### src/rtl/mainband_pattern_comparator_if.sv
// Mainband pattern comparator bus: control word, lane beats, threshold in;
// per-lane / valid-lane pass flags, aggregate error count, result pulse out.
interface mainband_pattern_comparator_if #(
  parameter int NUM_LANES = 16,
  parameter int ERR_CNT_W = 12
);
  // Control word: 00 IDLE, 01 CLEAR_LFSR, 10 LFSR, 11 NOP.
  logic [1:0]           i_mainband_pattern_comparator_cw;
  // Enables checking of the valid lane against its pattern.
  logic                 i_comparison_valid_en;
  // One received bit per data lane per beat.
  logic [NUM_LANES-1:0] i_lane_data;
  // Beat qualifier for i_lane_data and i_valid_lane.
  logic                 i_data_valid;
  // Received valid-lane bit.
  logic                 i_valid_lane;
  // Largest error count still reported as a pass.
  logic [ERR_CNT_W-1:0] i_error_threshold;
  // Per-lane pass (1) / fail (0).
  logic [NUM_LANES-1:0] o_comparison_results;
  // Valid-lane pass (1) / fail (0).
  logic                 o_valid_lane_result;
  // Saturating sum of all data-lane errors.
  logic [15:0]          o_aggregate_errors;
  // One-cycle pulse marking a results update.
  logic                 o_results_valid;

  // master: the side that drives control and lane data.
  modport master (
    output i_mainband_pattern_comparator_cw,
    output i_comparison_valid_en,
    output i_lane_data,
    output i_data_valid,
    output i_valid_lane,
    output i_error_threshold,
    input  o_comparison_results,
    input  o_valid_lane_result,
    input  o_aggregate_errors,
    input  o_results_valid
  );

  // slave: the comparator itself.
  modport slave (
    input  i_mainband_pattern_comparator_cw,
    input  i_comparison_valid_en,
    input  i_lane_data,
    input  i_data_valid,
    input  i_valid_lane,
    input  i_error_threshold,
    output o_comparison_results,
    output o_valid_lane_result,
    output o_aggregate_errors,
    output o_results_valid
  );
endinterface

### src/rtl/mainband_pattern_comparator.sv
// Mainband pattern comparator: checks received lane beats against a 23-bit
// reference LFSR (16 steps per beat) and the valid lane against 11110000.
// Ports: i_clk, i_rst (sync, active high), bus (slave modport) carrying the
// control word, lane beats, threshold and the pass/fail results.
module mainband_pattern_comparator #(
  parameter int          NUM_LANES = 16,
  parameter int          ERR_CNT_W = 12,
  parameter logic [22:0] LFSR_SEED = 23'h1DBFBC
) (
  input logic                          i_clk,
  input logic                          i_rst,
  mainband_pattern_comparator_if.slave bus
);

  typedef enum logic [2:0] {
    ST_IDLE,
    ST_CLEAR,
    ST_COMPARE,
    ST_FREEZE,
    ST_REPORT
  } state_e;

  localparam logic [1:0] CW_IDLE  = 2'b00;
  localparam logic [1:0] CW_CLEAR = 2'b01;
  localparam logic [1:0] CW_LFSR  = 2'b10;
  localparam logic [1:0] CW_NOP   = 2'b11;

  localparam logic [ERR_CNT_W-1:0] CNT_MAX = '1;

  state_e state_q, state_d;

  logic do_clear;
  logic do_beat;
  logic do_report;

  logic [22:0]          s_q, s_d;
  logic [2:0]           phase_q, phase_d;
  logic [ERR_CNT_W-1:0] cnt_q [NUM_LANES];
  logic [ERR_CNT_W-1:0] cnt_d [NUM_LANES];
  logic [ERR_CNT_W-1:0] vcnt_q, vcnt_d;
  logic [15:0]          agg_q, agg_d;
  logic [NUM_LANES-1:0] res_q, res_d;
  logic                 vres_q, vres_d;
  logic                 rv_q, rv_d;

  logic [NUM_LANES-1:0] exp_w;
  logic [NUM_LANES-1:0] mis;
  logic                 vexp;
  logic                 vmis;
  logic [16:0]          pop;
  logic [16:0]          agg_sum;

  // Sixteen serial LFSR steps collapsed into one cycle.
  function automatic logic [22:0] lfsr16(input logic [22:0] s);
    logic [22:0] t;
    logic        f;
    t = s;
    for (int k = 0; k < 16; k++) begin
      f = t[22] ^ t[20] ^ t[15] ^ t[7] ^ t[4] ^ t[1];
      t = {t[21:0], f};
    end
    return t;
  endfunction

  // State register.
  always_ff @(posedge i_clk) begin
    if (i_rst) begin
      state_q <= ST_IDLE;
    end else begin
      state_q <= state_d;
    end
  end

  // Next state follows the control word sampled this cycle.
  always_comb begin
    state_d = state_q;
    unique case (bus.i_mainband_pattern_comparator_cw)
      CW_CLEAR: state_d = ST_CLEAR;
      CW_LFSR:  state_d = ST_COMPARE;
      CW_NOP:   state_d = ST_FREEZE;
      CW_IDLE: begin
        if (state_q == ST_COMPARE || state_q == ST_FREEZE) begin
          state_d = ST_REPORT;
        end else begin
          state_d = ST_IDLE;
        end
      end
      default:  state_d = ST_IDLE;
    endcase
  end

  // Control decode. Clear and report act on the edge that enters the
  // state, so results appear during the REPORT cycle alongside the pulse.
  // A clear request always discards a beat offered in the same cycle.
  always_comb begin
    do_clear  = (state_d == ST_CLEAR);
    do_report = (state_d == ST_REPORT);
    do_beat   = (state_q == ST_COMPARE) &&
                bus.i_data_valid && !do_clear;
  end

  // Datapath next-state.
  always_comb begin
    exp_w = NUM_LANES'(s_q[22:7]);
    mis   = (bus.i_lane_data ^ exp_w) & {NUM_LANES{do_beat}};
    // Valid pattern is 1111_0000 over the phase counter.
    vexp  = ~phase_q[2];
    vmis  = do_beat && bus.i_comparison_valid_en &&
            (bus.i_valid_lane != vexp);

    pop = '0;
    for (int i = 0; i < NUM_LANES; i++) begin
      pop = pop + 17'(mis[i]);
    end
    agg_sum = {1'b0, agg_q} + pop;

    s_d     = s_q;
    phase_d = phase_q;
    vcnt_d  = vcnt_q;
    agg_d   = agg_q;
    res_d   = res_q;
    vres_d  = vres_q;
    rv_d    = do_report;
    for (int i = 0; i < NUM_LANES; i++) begin
      cnt_d[i] = cnt_q[i];
    end

    if (do_clear) begin
      s_d     = LFSR_SEED;
      phase_d = '0;
      vcnt_d  = '0;
      agg_d   = '0;
      res_d   = '0;
      vres_d  = 1'b0;
      for (int i = 0; i < NUM_LANES; i++) begin
        cnt_d[i] = '0;
      end
    end else begin
      if (do_beat) begin
        s_d     = lfsr16(s_q);
        phase_d = phase_q + 3'd1;
        agg_d   = agg_sum[16] ? 16'hFFFF : agg_sum[15:0];
        if (vmis && vcnt_q != CNT_MAX) begin
          vcnt_d = vcnt_q + 1'b1;
        end
        for (int i = 0; i < NUM_LANES; i++) begin
          if (mis[i] && cnt_q[i] != CNT_MAX) begin
            cnt_d[i] = cnt_q[i] + 1'b1;
          end
        end
      end
      // Use next-state counts so a beat in the same cycle is included.
      if (do_report) begin
        for (int i = 0; i < NUM_LANES; i++) begin
          res_d[i] = (cnt_d[i] <= bus.i_error_threshold);
        end
        vres_d = !bus.i_comparison_valid_en ||
                 (vcnt_d <= bus.i_error_threshold);
      end
    end
  end

  always_ff @(posedge i_clk) begin
    if (i_rst) begin
      s_q     <= LFSR_SEED;
      phase_q <= '0;
      vcnt_q  <= '0;
      agg_q   <= '0;
      res_q   <= '0;
      vres_q  <= 1'b0;
      rv_q    <= 1'b0;
      for (int i = 0; i < NUM_LANES; i++) begin
        cnt_q[i] <= '0;
      end
    end else begin
      s_q     <= s_d;
      phase_q <= phase_d;
      vcnt_q  <= vcnt_d;
      agg_q   <= agg_d;
      res_q   <= res_d;
      vres_q  <= vres_d;
      rv_q    <= rv_d;
      for (int i = 0; i < NUM_LANES; i++) begin
        cnt_q[i] <= cnt_d[i];
      end
    end
  end

  assign bus.o_comparison_results = res_q;
  assign bus.o_valid_lane_result  = vres_q;
  assign bus.o_aggregate_errors   = agg_q;
  assign bus.o_results_valid      = rv_q;

endmodule

### src/flat_wrapper.sv
// flat-port wrapper written by rule: the top's interface ports become plain ports
module mainband_pattern_comparator_flat 
#(
  parameter int          NUM_LANES = 16,
  parameter int          ERR_CNT_W = 12,
  parameter logic [22:0] LFSR_SEED = 23'h1DBFBC
)
  (i_clk, i_rst, bus_i_mainband_pattern_comparator_cw, bus_i_comparison_valid_en, bus_i_lane_data, bus_i_data_valid, bus_i_valid_lane, bus_i_error_threshold, bus_o_comparison_results, bus_o_valid_lane_result, bus_o_aggregate_errors, bus_o_results_valid);
  mainband_pattern_comparator_if #(.NUM_LANES(NUM_LANES), .ERR_CNT_W(ERR_CNT_W)) bus_i ();
  input logic i_clk;
  input logic i_rst;
  input wire logic [$bits(bus_i.i_mainband_pattern_comparator_cw)-1:0] bus_i_mainband_pattern_comparator_cw;
  input wire logic [$bits(bus_i.i_comparison_valid_en)-1:0] bus_i_comparison_valid_en;
  input wire logic [$bits(bus_i.i_lane_data)-1:0] bus_i_lane_data;
  input wire logic [$bits(bus_i.i_data_valid)-1:0] bus_i_data_valid;
  input wire logic [$bits(bus_i.i_valid_lane)-1:0] bus_i_valid_lane;
  input wire logic [$bits(bus_i.i_error_threshold)-1:0] bus_i_error_threshold;
  output wire logic [$bits(bus_i.o_comparison_results)-1:0] bus_o_comparison_results;
  output wire logic [$bits(bus_i.o_valid_lane_result)-1:0] bus_o_valid_lane_result;
  output wire logic [$bits(bus_i.o_aggregate_errors)-1:0] bus_o_aggregate_errors;
  output wire logic [$bits(bus_i.o_results_valid)-1:0] bus_o_results_valid;
  assign bus_i.i_mainband_pattern_comparator_cw = bus_i_mainband_pattern_comparator_cw;
  assign bus_i.i_comparison_valid_en = bus_i_comparison_valid_en;
  assign bus_i.i_lane_data = bus_i_lane_data;
  assign bus_i.i_data_valid = bus_i_data_valid;
  assign bus_i.i_valid_lane = bus_i_valid_lane;
  assign bus_i.i_error_threshold = bus_i_error_threshold;
  assign bus_o_comparison_results = bus_i.o_comparison_results;
  assign bus_o_valid_lane_result = bus_i.o_valid_lane_result;
  assign bus_o_aggregate_errors = bus_i.o_aggregate_errors;
  assign bus_o_results_valid = bus_i.o_results_valid;
  mainband_pattern_comparator #(.NUM_LANES(NUM_LANES), .ERR_CNT_W(ERR_CNT_W), .LFSR_SEED(LFSR_SEED)) u_core (.i_clk(i_clk), .i_rst(i_rst), .bus(bus_i));
endmodule
### config.mk
export PLATFORM = sky130hd
export DESIGN_NAME = mainband_pattern_comparator_flat
export DESIGN_NICKNAME = d
export VERILOG_FILES = /design/src/rtl/mainband_pattern_comparator_if.sv /design/src/rtl/mainband_pattern_comparator.sv /design/src/flat_wrapper.sv
export SDC_FILE = /design/constraint.sdc
export NUM_CORES = 1
export LEC_CHECK = 0
export BUFFER_PORTS_ARGS = -buffer_cell sky130_fd_sc_hd__clkbuf_2
export CAP_MARGIN = 20
export CORE_MARGIN = 5
export CORE_UTILIZATION = 55
export CTS_CLUSTER_SIZE = 16
export DETAILED_ROUTE_END_ITERATION = 10
export GPL_ROUTABILITY_DRIVEN = 0
export PLACE_DENSITY = 0.87
export SYNTH_ARGS = -nofsm -noshare
export SYNTH_HDL_FRONTEND = slang
export SYNTH_SLANG_ARGS = --single-unit
export TNS_END_PERCENT = 20
### constraint.sdc
create_clock -name i_clk -period 5.56 [get_ports i_clk]
set_input_delay 0.556 -clock i_clk [delete_from_list [all_inputs] [get_ports i_clk]]
set_output_delay 0.556 -clock i_clk [all_outputs]
set_load 0.01 [all_outputs]
Word-level counts from Yosys, hierarchy flattened. Memory sizes are Yosys's and may differ from the RTL's. Index checks and enable logic that the tools add are counted.

Register bits after elaboration: 75. Memory bits (writable): 192. Input bits: 35. Output and inout bits: 34. Logic and storage cells: 255. Memories kept: 1.

Add/sub/neg operators: 34. $lt $le $gt $ge: 17. Equal/unequal tests: 25. Muxes and demuxes: 44. Bitwise operators: 99. Reductions and logical operators: 27.

Memories: u_core.cnt_q (depth 16, width 12, read ports 16, clocked after Yosys merged registers in 0, write ports 16, RTL line mainband_pattern_comparator.sv:38) `logic [ERR_CNT_W-1:0] cnt_q [NUM_LANES];`.

Operator list (number): two-way mux 192 bit (3); two-way mux 12 bit (35); adder 17 x 1 -> 17 bit (14); adder 12 x 1 -> 12 bit (second input constant) (17); less-or-equal comparator 12 bit (17); != test 12 bit (second input constant) (17); bitwise XOR 1 bit (80); logical AND 1 bit (21); adder 16 x 17 -> 17 bit (1); bitwise AND 16 bit (1); two-way mux 16 bit (1); bitwise OR 1 bit (16); bitwise XOR 16 bit (1); case mux 3 bit (4 select lines) (1); == test 3 x 2 -> 1 bit (second input constant) (2); == test 2 bit (second input constant) (2); adder 3 x 1 -> 3 bit (second input constant) (1); == test 3 x 1 -> 1 bit (second input constant) (1); == test 3 bit (second input constant) (1); two-way mux 1 bit (3); two-way mux 3 bit (1); adder 1 x 1 -> 2 bit (1); == test 2 x 1 -> 1 bit (second input constant) (1); zero test 1 bit (2); other kinds (5) (6).

Logic depth before layout (Yosys ltp). Gate-level depths: netlist of the first run.

Word-level depth: 25. Gate-level depth with buffers: 23. Mapped depth without buffers: 21.

Worst setup path after synthesis of the first run. No wires, ideal clock.

Kind: input -> register. From: in bus_i_data_valid. To: reg u_core.agg_q[15] (netlist: u_core.bus.o_aggregate_errors[15]). Arrival: 5.758 ns. Required time: 5.427 ns. Path slack: -0.331 ns. Cell stages on the path: 23. Path buffers: 4. Cell sequence: and4bb_2 > nand2_1 > clkbuf_1 > clkbuf_1 > clkbuf_1 > buf_1 > nor2_1 > fa_1 > fa_1 > inv_1 > fa_1 > fa_1 > inv_1 > ha_1 > fa_1 > a21o_1 > a21oi_1 > o21bai_1 > a21oi_1 > nor2_1 > nand2_1 > and3_1 > nor3_1.

Cells in the longest elaborated chain, start to end: 20.

Ends and longest elaborated chain: from (decl) (RTL line flat_wrapper.sv:15) `input wire logic [$bits(bus_i.i_data_valid)-1:0] bus_i_data_valid;`; logical AND 1 bit (*) (RTL line mainband_pattern_comparator.sv:98) `do_beat = (state_q == ST_COMPARE) &&`; logical AND 1 bit (*) (RTL line mainband_pattern_comparator.sv:99) `bus.i_data_valid && !do_clear;`; bitwise AND 16 bit (RTL line mainband_pattern_comparator.sv:105) `mis = (bus.i_lane_data ^ exp_w) & {NUM_LANES{do_beat}};`; adder 1 x 1 -> 2 bit (RTL line mainband_pattern_comparator.sv:113) `pop = pop + 17'(mis[i]);`; adder 17 x 1 -> 17 bit (14 in series) (RTL line mainband_pattern_comparator.sv:113); adder 16 x 17 -> 17 bit (RTL line mainband_pattern_comparator.sv:115) `agg_sum = {1'b0, agg_q} + pop;`; two-way mux 16 bit (RTL line mainband_pattern_comparator.sv:142) `agg_d = agg_sum[16] ? 16'hFFFF : agg_sum[15:0];`; to (signal assigned) (RTL line mainband_pattern_comparator.sv:179) `agg_q <= agg_d;`; to (decl) (RTL line mainband_pattern_comparator.sv:41) `logic [15:0] agg_q, agg_d;`.

Mark *: on every way between the ends. The rest lies on a longest branch, timed or not. A chain may end at the register's enable or synchronous reset.

Final worst setup path of the first run.
From: reg u_core.state_q[2]. To: reg u_core.agg_q[5] (netlist: u_core.bus.o_aggregate_errors[5]).

Cells in the longest elaborated chain, start to end: 25. Elaborated cells on any way between the ends: 28.

Ends and longest elaborated chain: from (decl) (RTL line mainband_pattern_comparator.sv:30) `state_e state_q, state_d;`; from (signal assigned) (RTL line mainband_pattern_comparator.sv:70) `state_q <= state_d;`; == test 3 x 2 -> 1 bit (on tied branches) (RTL line mainband_pattern_comparator.sv:82, mainband_pattern_comparator.sv:98); logical OR 1 bit (RTL line mainband_pattern_comparator.sv:82) `if (state_q == ST_COMPARE || state_q == ST_FREEZE) begin`; two-way mux 3 bit (RTL line mainband_pattern_comparator.sv:82); case mux 3 bit (4 select lines) (RTL line mainband_pattern_comparator.sv:77) `unique case (bus.i_mainband_pattern_comparator_cw)`; == test 3 x 1 -> 1 bit (RTL line mainband_pattern_comparator.sv:96) `do_clear = (state_d == ST_CLEAR);`; zero test 1 bit (RTL line mainband_pattern_comparator.sv:99); logical AND 1 bit (RTL line mainband_pattern_comparator.sv:99); bitwise AND 16 bit (RTL line mainband_pattern_comparator.sv:105); adder 1 x 1 -> 2 bit (RTL line mainband_pattern_comparator.sv:113); adder 17 x 1 -> 17 bit (14 in series) (RTL line mainband_pattern_comparator.sv:113); adder 16 x 17 -> 17 bit (RTL line mainband_pattern_comparator.sv:115); two-way mux 16 bit (RTL line mainband_pattern_comparator.sv:142).

Parallel ways exist; a longest one is shown, timed or not.

==> results.md, run 1 <==
- Outcome: completed
- Capture instance of the worst register-to-register path: u_core.bus.o_aggregate_errors[5]$_SDFFE_PP0N_
- Clock input transition at the sequential cells of the worst setup and hold paths: 0.06 ns
- Vias per cell: 5.904
- Highest clock frequency the design can meet: 186.6 MHz
- Async set-or-reset flop fraction in the synthesized netlist: 0%
- CTS H-Tree Depth: 1
- Primary FF master, synth: sky130_fd_sc_hd__dfxtp_1
- Number of cells on the worst hold path: 2
- Power per unit of standard cell area: 236.2 nW/um^2
- End of the worst hold path: u_core.state_q[0]$_SDFF_PP0_
- Part of the power in registers: 42.1%
- Worst hold margin: 0.2720 ns
- Post-synthesis sequential element count: 267
- Actual transition at the worst max-transition pin: 1.165 ns
- Buffer cell driving the clock tree root: sky130_fd_sc_hd__clkbuf_16
- Maximum vdd ir drop: 0.2745 mV
- Width of the die: 188.4 microns
- Hold violation total from the final report: 0
- Clock share of power: 45.4%
- Post-route DRC violation count: 0
- Share of synthesized area occupied by flip-flops and latches: 30.52%
- Detailed-routing iteration count for the pre-antenna-repair pass: 5
- Share of post-route cells with drive strength above 1: 9.387%
- Number of DRC markers in iteration 0: 998
- Final Routed Wirelength: 44,300 microns
- Instance area after placement: 18,440 sq um
- Vias after detailed routing: 14,320
- Ys Warns: 0
- Postcts setup bufs: 0
- Hold wc startpoint: i_rst
- Critical path startpoint category: flop
- Total of endpoints with negative setup slack in the final report: 0
- Die Outline Area: 35,510 sq um
- Reported leakage power: 0.009459 uW
- Core area: 31,470 sq um
- Area used by sequential logic in the layout: 5345 sq um
- Number of synthesized flops with an enable pin: 0
- Sort of element at the end of the critical path: flop
- Vertical extent of the die: 188.4 microns
- Final design area excluding fillers: 19,550 sq um
- Netlist area before placement: 17,510 sq um
- Via count of the first global-routing pass: 14,470
- Final critical-path required period: 5.360 ns
- Max-slew violations: 0
- Wire length of the first global-routing pass: 71,550 microns
- NetSw: 1173 uW
- Internal power summed over all cells: 3445 uW
- Number of rows in the core area: 65
- Worst Path Class, Setup: reg2reg
- Worst EP required: 6.06 ns
- Combinational Power Share: 12.5%
- Largest buffer count on any clock path: 3
- Number of diodes: 0
- Final HPWL from detailed placement: 30,690 microns
- Worst R2R Path Depth: 18
- Data arrival time of the critical path: 5.86 ns
- # nets final: 2,285
- Number of fill cells: 2,472
- Final Skew: 0.02409 ns
- Number of nets with antenna violations after detailed routing: 0
- Tot Pwr: 4618 uW
- Post-Synthesis Cells: 1,919
- Largest fanout of any net on the critical path: 22
- Reg-to-reg critical path startpoint: u_core.state_q[2]$_SDFF_PP0_
- IO buf count: 68
- Period utilisation layout: 96.40%
- Avg Cell Area, Syn: 9.126 sq um
- Initial antenna violation count: 0
- Area used by multi-input combinational logic: 11,800 sq um
- Post-synthesis cell type count: 53
- Clock tree from TritonCTS: built
- Placed instance count: 2,370
- Area Growth Syn to Fin: 11.63%
- Inserted Clock Buffers: 30
- Number of I/O pins: 69
- Largest net degree at the start of global routing: 135
- Normalized max-slew margin: 22.22%
- Switching Fraction: 25.40%
- Setup repair after global routing missed its margin: no
- Final cell count without fillers: 2,426
- HP Class: in2reg
- Max Cap Viol: 0
- Clock sink count: 267
- Synthesized Nets: 2,202
- Clock latency on the worst-skew pair: 0.57 ns
- Remaining global-route overflow: 0
- Post-DR wirelength/cell: 18.26 microns
- Worst reg-to-reg setup slack: 0.20 ns
- Effective utilization at floorplan: 55.64%
- Overall Global Routing Usage: 24.07%
==> stage by stage <==
| stage | setup WS (ns) | utilization, % | setup TNS [ns] |
|---|---|---|---|
| 2_1_floorplan | 0.05033 | - | 0 |
| 3_3_place_gp | 0.09896 | 58.58 | 0 |
| 3_5_place_dp | -0.09096 | 58.58 | -0.7040 |
| 4_1_cts | 0.1707 | 61.92 | 0 |
| 5_1_grt | 0.03436 | 62.11 | 0 |
| 6_report | 0.2002 | 62.11 | 0 |
==> cell usage after synthesis, types with 28 or more instances <==
| cell | number | area, sq um |
|---|---|---|
| sky130_fd_sc_hd__and2_1 | 192 | 1201 |
| sky130_fd_sc_hd__and3_1 | 33 | 206.5 |
| sky130_fd_sc_hd__clkbuf_1 | 42 | 157.7 |
| sky130_fd_sc_hd__ha_1 | 237 | 2965 |
| sky130_fd_sc_hd__o21ai_0 | 38 | 190.2 |
| sky130_fd_sc_hd__nand2_1 | 136 | 510.5 |
| sky130_fd_sc_hd__inv_1 | 56 | 210.2 |
| sky130_fd_sc_hd__a21o_1 | 91 | 683.2 |
| sky130_fd_sc_hd__a21oi_1 | 37 | 185.2 |
| sky130_fd_sc_hd__nor2_1 | 119 | 446.7 |
| sky130_fd_sc_hd__o21a_1 | 28 | 210.2 |
| sky130_fd_sc_hd__nand4_1 | 67 | 419.2 |
| sky130_fd_sc_hd__xnor2_1 | 178 | 1559 |
| sky130_fd_sc_hd__nand3_1 | 79 | 395.4 |
| sky130_fd_sc_hd__xor2_1 | 92 | 805.8 |
| sky130_fd_sc_hd__dfxtp_1 | 267 | 5345 |
==> registers in the layout, indices dropped and copies added (netlist names) <==
signal	cells
u_core.bus.o_aggregate_errors	16
u_core.state_q	3
u_core.vcnt_q	12
u_core.bus.o_results_valid	1
u_core.cnt_q	192
u_core.bus.o_valid_lane_result	1
u_core.phase_q	3
u_core.bus.o_comparison_results	16
u_core.s_q	23
==> worst max-delay path by stage <==
stage | startpoint | endpoint | slack (ns)
6_report | u_core.state_q[2]$_SDFF_PP0_ | u_core.bus.o_aggregate_errors[5]$_SDFFE_PP0N_ | 0.20
5_1_grt | u_core.state_q[2]$_SDFF_PP0_ | u_core.bus.o_aggregate_errors[3]$_SDFFE_PP0N_ | 0.03
4_1_cts | u_core.state_q[2]$_SDFF_PP0_ | u_core.bus.o_aggregate_errors[9]$_SDFFE_PP0N_ | 0.17
3_5_place_dp | bus_i_mainband_pattern_comparator_cw[1] | u_core.bus.o_aggregate_errors[15]$_SDFFE_PP0N_ | -0.09
3_3_place_gp | bus_i_mainband_pattern_comparator_cw[0] | u_core.bus.o_aggregate_errors[10]$_SDFFE_PP0N_ | 0.1
2_1_floorplan | bus_i_data_valid | u_core.bus.o_aggregate_errors[15]$_SDFFE_PP0N_ | 0.05
==> cells in the final DEF (no fill, tap or decap), drive strengths merged, types with 3 or more instances in the layout <==
cell | netlist | routed
a211oi | 3 | 3
a21o | 91 | 91
a21oi | 37 | 37
a221o | 11 | 11
a31oi | 17 | 17
and2 | 192 | 192
and3 | 33 | 33
and4 | 27 | 27
buf | 4 | 31
bufinv | 0 | 4
clkbuf | 44 | 107
clkinv | 0 | 7
clkinvlp | 0 | 4
dfxtp | 267 | 267
fa | 11 | 11
ha | 237 | 237
inv | 56 | 56
mux2 | 15 | 15
nand2 | 136 | 136
nand2b | 13 | 13
nand3 | 79 | 79
nand4 | 67 | 67
nor2 | 119 | 119
nor2b | 21 | 21
nor3 | 23 | 23
nor4 | 9 | 9
o211ai | 14 | 14
o21a | 28 | 28
o21ai | 41 | 41
o21bai | 3 | 3
o221a | 6 | 6
or2 | 3 | 3
or3 | 9 | 9
or4 | 3 | 3
xnor2 | 180 | 180
xnor3 | 8 | 8
xor2 | 95 | 95
==> layout make-up <==
cell class | instances | share of cell area (%)
clock buffer | 39 | 4.429
clock inverter | 15 | 0.9472
inverter | 56 | 1.075
multi-input combinational | 1548 | 60.37
sequential | 267 | 27.34
tap | 402 | 2.573
timing repair buffer | 99 | 3.264
==> metal layers <==
metal / up-vias / global-route usage, % / wire (microns)
met4: 0 / 8.744 / 1582
met2: 474 / 41.36 / 20980
met1: 6840 / 30.88 / 18910
met5: - / 0 / 0
met3: 128 / 3.501 / 2828
li1: 6881 / - / -
==> power by group through the flow <==
stage                     clock [uW]  sequential (uW)  combinational [uW]
after CTS                       2110             1940                 563
after global routing            2200             1940                 619
after detailed placement           0             1990                 554
after global placement             0             1980                 538
final                           2100             1940                 576
after floorplan                    0             1980                 402
==> critical path, cell delays in order (launching register included) <==
cell and delay (ns):
sky130_fd_sc_hd__dfxtp_1 0.32, sky130_fd_sc_hd__and4bb_2 0.31, sky130_fd_sc_hd__nand2_1 0.16, sky130_fd_sc_hd__buf_12 0.21
sky130_fd_sc_hd__nor2_1 0.24, sky130_fd_sc_hd__fa_1 0.46, sky130_fd_sc_hd__fa_1 0.49, sky130_fd_sc_hd__inv_1 0.05
sky130_fd_sc_hd__fa_1 0.52, sky130_fd_sc_hd__fa_1 0.42, sky130_fd_sc_hd__inv_1 0.07, sky130_fd_sc_hd__ha_1 0.18
sky130_fd_sc_hd__fa_1 0.21, sky130_fd_sc_hd__a21o_1 0.13, sky130_fd_sc_hd__a21oi_1 0.11, sky130_fd_sc_hd__o21bai_1 0.20
sky130_fd_sc_hd__a21oi_2 0.11, sky130_fd_sc_hd__o31ai_1 0.75, sky130_fd_sc_hd__o221a_2 0.34
==> logic make-up (layout without fill, tap and decap cells) <==
kind of cell,count (synthesis),count (layout),share of synthesized area (%)
AO/OA/AOI/OAI,259,259,10.24
XOR/XNOR,284,284,15.13
adder cells (fa/ha/maj),248,248,18.19
buffers and inverters,104,209,2.258
flip-flops,267,267,30.52
multiplexers,16,16,1.022
AND/OR/NAND/NOR,741,741,22.64
==> what timing repair did <==
item	in CTS	in global routing
endpoints found under the setup margin	0	13
hold buffers	0	0
endpoints found under the hold margin	0	0
resized for setup	0	2
(Power assumes the default switching activity.)
==> run 2: changes to the inputs <==
- ABC_AREA: not set -> 1
==> run 2 against run 1 <==
Routed wire length rose by 13%; critical path depth rose by 6; register-to-register slack improved by 0.06 ns; final area rose by 8.2%; largest cell class unchanged.
==> results.md, run 2 <==
- Width of the die: 196.6 microns
- Post-route DRC violation count: 0
- Clock input transition at the sequential cells of the worst setup and hold paths: 0.06 ns
- Max-slew violations: 0
- Ys Warns: 0
- Max Cap Viol: 0
- Final Routed Wirelength: 50,100 microns
- Capture instance of the worst register-to-register path: u_core.bus.o_aggregate_errors[14]$_SDFFE_PP0N_
- Worst Path Class, Setup: reg2reg
- Number of nets with antenna violations after detailed routing: 0
- Effective utilization at floorplan: 55.55%
- Buffer cell driving the clock tree root: sky130_fd_sc_hd__clkbuf_16
- Normalized max-slew margin: 35.26%
- Post-synthesis cell type count: 51
- Final cell count without fillers: 3,181
- Async set-or-reset flop fraction in the synthesized netlist: 0%
- Area share of the largest cell type after synthesis: 27.93%
- Number of DRC markers in iteration 0: 1,292
- Netlist area before placement: 19,140 sq um
- End of the worst hold path: u_core.state_q[1]$_SDFF_PP0_
- Hold violation total from the final report: 0
- Share of synthesized area occupied by flip-flops and latches: 27.93%
- Detailed-routing iteration count for the pre-antenna-repair pass: 6
- Worst reg-to-reg setup slack: 0.26 ns
- Final Skew: 0.01250 ns
- Outcome: completed
- Hold wc startpoint: i_rst
- Core utilization of the finished layout: 61.42%
- Largest registers in the final layout: u_core.cnt_q x192, u_core.s_q x23
- Postcts setup bufs: 0
- Post-synthesis sequential element count: 267
- Inserted Clock Buffers: 29
- Cells taking the most area after synthesis: sky130_fd_sc_hd__dfxtp_1 28%, sky130_fd_sc_hd__ha_1 15%, sky130_fd_sc_hd__inv_1 9.2%
- List of cells traversed by the critical path: nor3_2, and2_4, nand2_4, nor3b_4, ha_1, fa_1, fa_1, inv_1, fa_1, fa_1, inv_1, ha_1, fa_2, a21o_1, a21oi_1, o21ai_1, inv_1, nor3_2, inv_1, nor3_2, inv_2, nor4_2, xnor2_1, a21oi_1
- Number of rows in the core area: 68
- Largest fanout of any net on the critical path: 10
- Power per unit of standard cell area: 237.2 nW/um^2
- Most common cell after layout, fill and taps aside: sky130_fd_sc_hd__inv_1
- Final critical-path required period: 5.303 ns
- Number of I/O pins: 69
- Cell taking the most area after synthesis: sky130_fd_sc_hd__dfxtp_1
- Sort of element at the end of the critical path: flop
- Critical path startpoint category: flop
- Vertical extent of the die: 196.6 microns
- Share of post-route cells with drive strength above 1: 10.82%
- Wire length of the first global-routing pass: 81,610 microns
- Via count of the first global-routing pass: 17,340
- Clock tree from TritonCTS: built
- Reg with most FFs: u_core.cnt_q
- Period utilisation layout: 95.38%
- Final HPWL from detailed placement: 36,180 microns
- Setup repair after global routing missed its margin: yes
- HP Class: in2reg
- Initial antenna violation count: 0
- Worst EP required: 5.97 ns
- Synthesized Nets: 2,908
- Vias per cell: 5.494
- Remaining global-route overflow: 0
- Maximum vdd ir drop: 0.2162 mV
- Primary FF master, synth: sky130_fd_sc_hd__dfxtp_1
- Count leader, synth: sky130_fd_sc_hd__inv_1
- Post-DR wirelength/cell: 15.75 microns
- Actual transition at the worst max-transition pin: 0.9710 ns
- # nets final: 2,988
- Most frequent cells in the layout: 469 x sky130_fd_sc_hd__inv_1, 334 x sky130_fd_sc_hd__nand2_1, 325 x sky130_fd_sc_hd__nor2_1
- Largest net degree at the start of global routing: 122
- Die Outline Area: 38,630 sq um
- Area Growth Syn to Fin: 10.56%
- IO buf count: 68
- Reported leakage power: 0.01057 uW
- Largest stage delay on the critical path: 0.52 ns
- Clock sink count: 267
- Total of endpoints with negative setup slack in the final report: 0
- Vias after detailed routing: 17,480
- Core area: 34,460 sq um
- Avg Cell Area, Syn: 7.292 sq um
- Highest clock frequency the design can meet: 188.6 MHz
- Number of synthesized flops with an enable pin: 0
- Data arrival time of the critical path: 5.71 ns
- Reg-to-reg critical path startpoint: u_core.state_q[0]$_SDFF_PP0_
- Largest buffer count on any clock path: 3
- CTS H-Tree Depth: 1
- Worst hold margin: 0.2366 ns
- Master of the slowest instance on the critical path: sky130_fd_sc_hd__fa_1
- Post-Synthesis Cells: 2,625
- Commonest cells in the synthesized netlist: 470 x sky130_fd_sc_hd__inv_1, 334 x sky130_fd_sc_hd__nand2_1, 326 x sky130_fd_sc_hd__nor2_1
- Placed instance count: 3,129
- Number of cells on the worst hold path: 2
- Clock latency on the worst-skew pair: 0.57 ns
- Worst R2R Path Depth: 24
- Number of diodes: 0
- Number of flip-flops in the largest register: 192
- Overall Global Routing Usage: 25.26%
-- run 2: what timing repair did --
| item | CTS | global route |
|---|---|---|
| setup endpoints to repair | 0 | 7 |
| gates resized for setup | 0 | 8 |
| hold buffers | 0 | 0 |
-- run 2: cells by family after synthesis --
group,synth area share (%)
buffers and inverters,10.84
XOR/XNOR,10.01
AND/OR/NAND/NOR,25.65
adder cells (fa/ha/maj),16.64
flip-flops,27.93
AO/OA/AOI/OAI,8.929
-- run 2: worst max path at each step --
stage,cells past startpoint,start,end
5_1_grt,24,u_core.state_q[0]$_SDFF_PP0_,u_core.bus.o_aggregate_errors[14]$_SDFFE_PP0N_
3_3_place_gp,26,bus_i_mainband_pattern_comparator_cw[0],u_core.bus.o_aggregate_errors[15]$_SDFFE_PP0N_
3_5_place_dp,24,bus_i_mainband_pattern_comparator_cw[0],u_core.bus.o_aggregate_errors[15]$_SDFFE_PP0N_
4_1_cts,24,u_core.state_q[0]$_SDFF_PP0_,u_core.bus.o_aggregate_errors[14]$_SDFFE_PP0N_
2_1_floorplan,26,bus_i_mainband_pattern_comparator_cw[1],u_core.bus.o_aggregate_errors[15]$_SDFFE_PP0N_
6_report,24,u_core.state_q[0]$_SDFF_PP0_,u_core.bus.o_aggregate_errors[14]$_SDFFE_PP0N_
-- run 2: cell type report --
type | instances | area, sq um
Clock buffer | 38 | 839.6
Fill cell | 2801 | 13300
Sequential cell | 267 | 5345
Multi-Input combinational cell | 1817 | 11760
Tap cell | 455 | 569.3
Clock inverter | 14 | 227.7
Inverter | 492 | 1852
Timing Repair Buffer | 98 | 565.5
-- run 2: critical path: cells and delay by family (launching register included) --
family	cells	cell delay, ns
and+or+nand+nor	7	1.15
DFF	1	0.31
buffers and inverters	5	0.39
AOI/OAI and AO/OA	4	0.53
adders and majority gates	7	2.59
xor gates and xnor gates	1	0.15
-- run 2: metrics by stage --
step | setup slack [ns] | total power, uW | area, sq um | setup TNS [ns]
floorplan | 0.3666 | 2662 | 19140 | 0
global placement | 0.1496 | 2844 | 20070 | 0
detailed placement | -0.04817 | 2883 | 20070 | -0.1217
CTS | 0.1270 | 5020 | 21140 | 0
global route | -0.04342 | 5221 | 21160 | -0.08773
finish | 0.2566 | 5019 | 21160 | 0
-- run 2: power breakdown --
| group | internal, uW | switching, uW |
|---|---|---|
| sequential | 1930 | 21.7 |
| combinational | 293 | 613 |
| clock | 1330 | 830 |
-- run 2: per-layer routing --
metal / vias up / track usage (%) / share of wire, %
li1: 8576 / - / -
met1: 8038 / 30.85 / 40
met2: 678 / 43.34 / 46
met3: 184 / 4.479 / 8.4
met4: 0 / 11.79 / 4.9
met5: - / 0 / 0
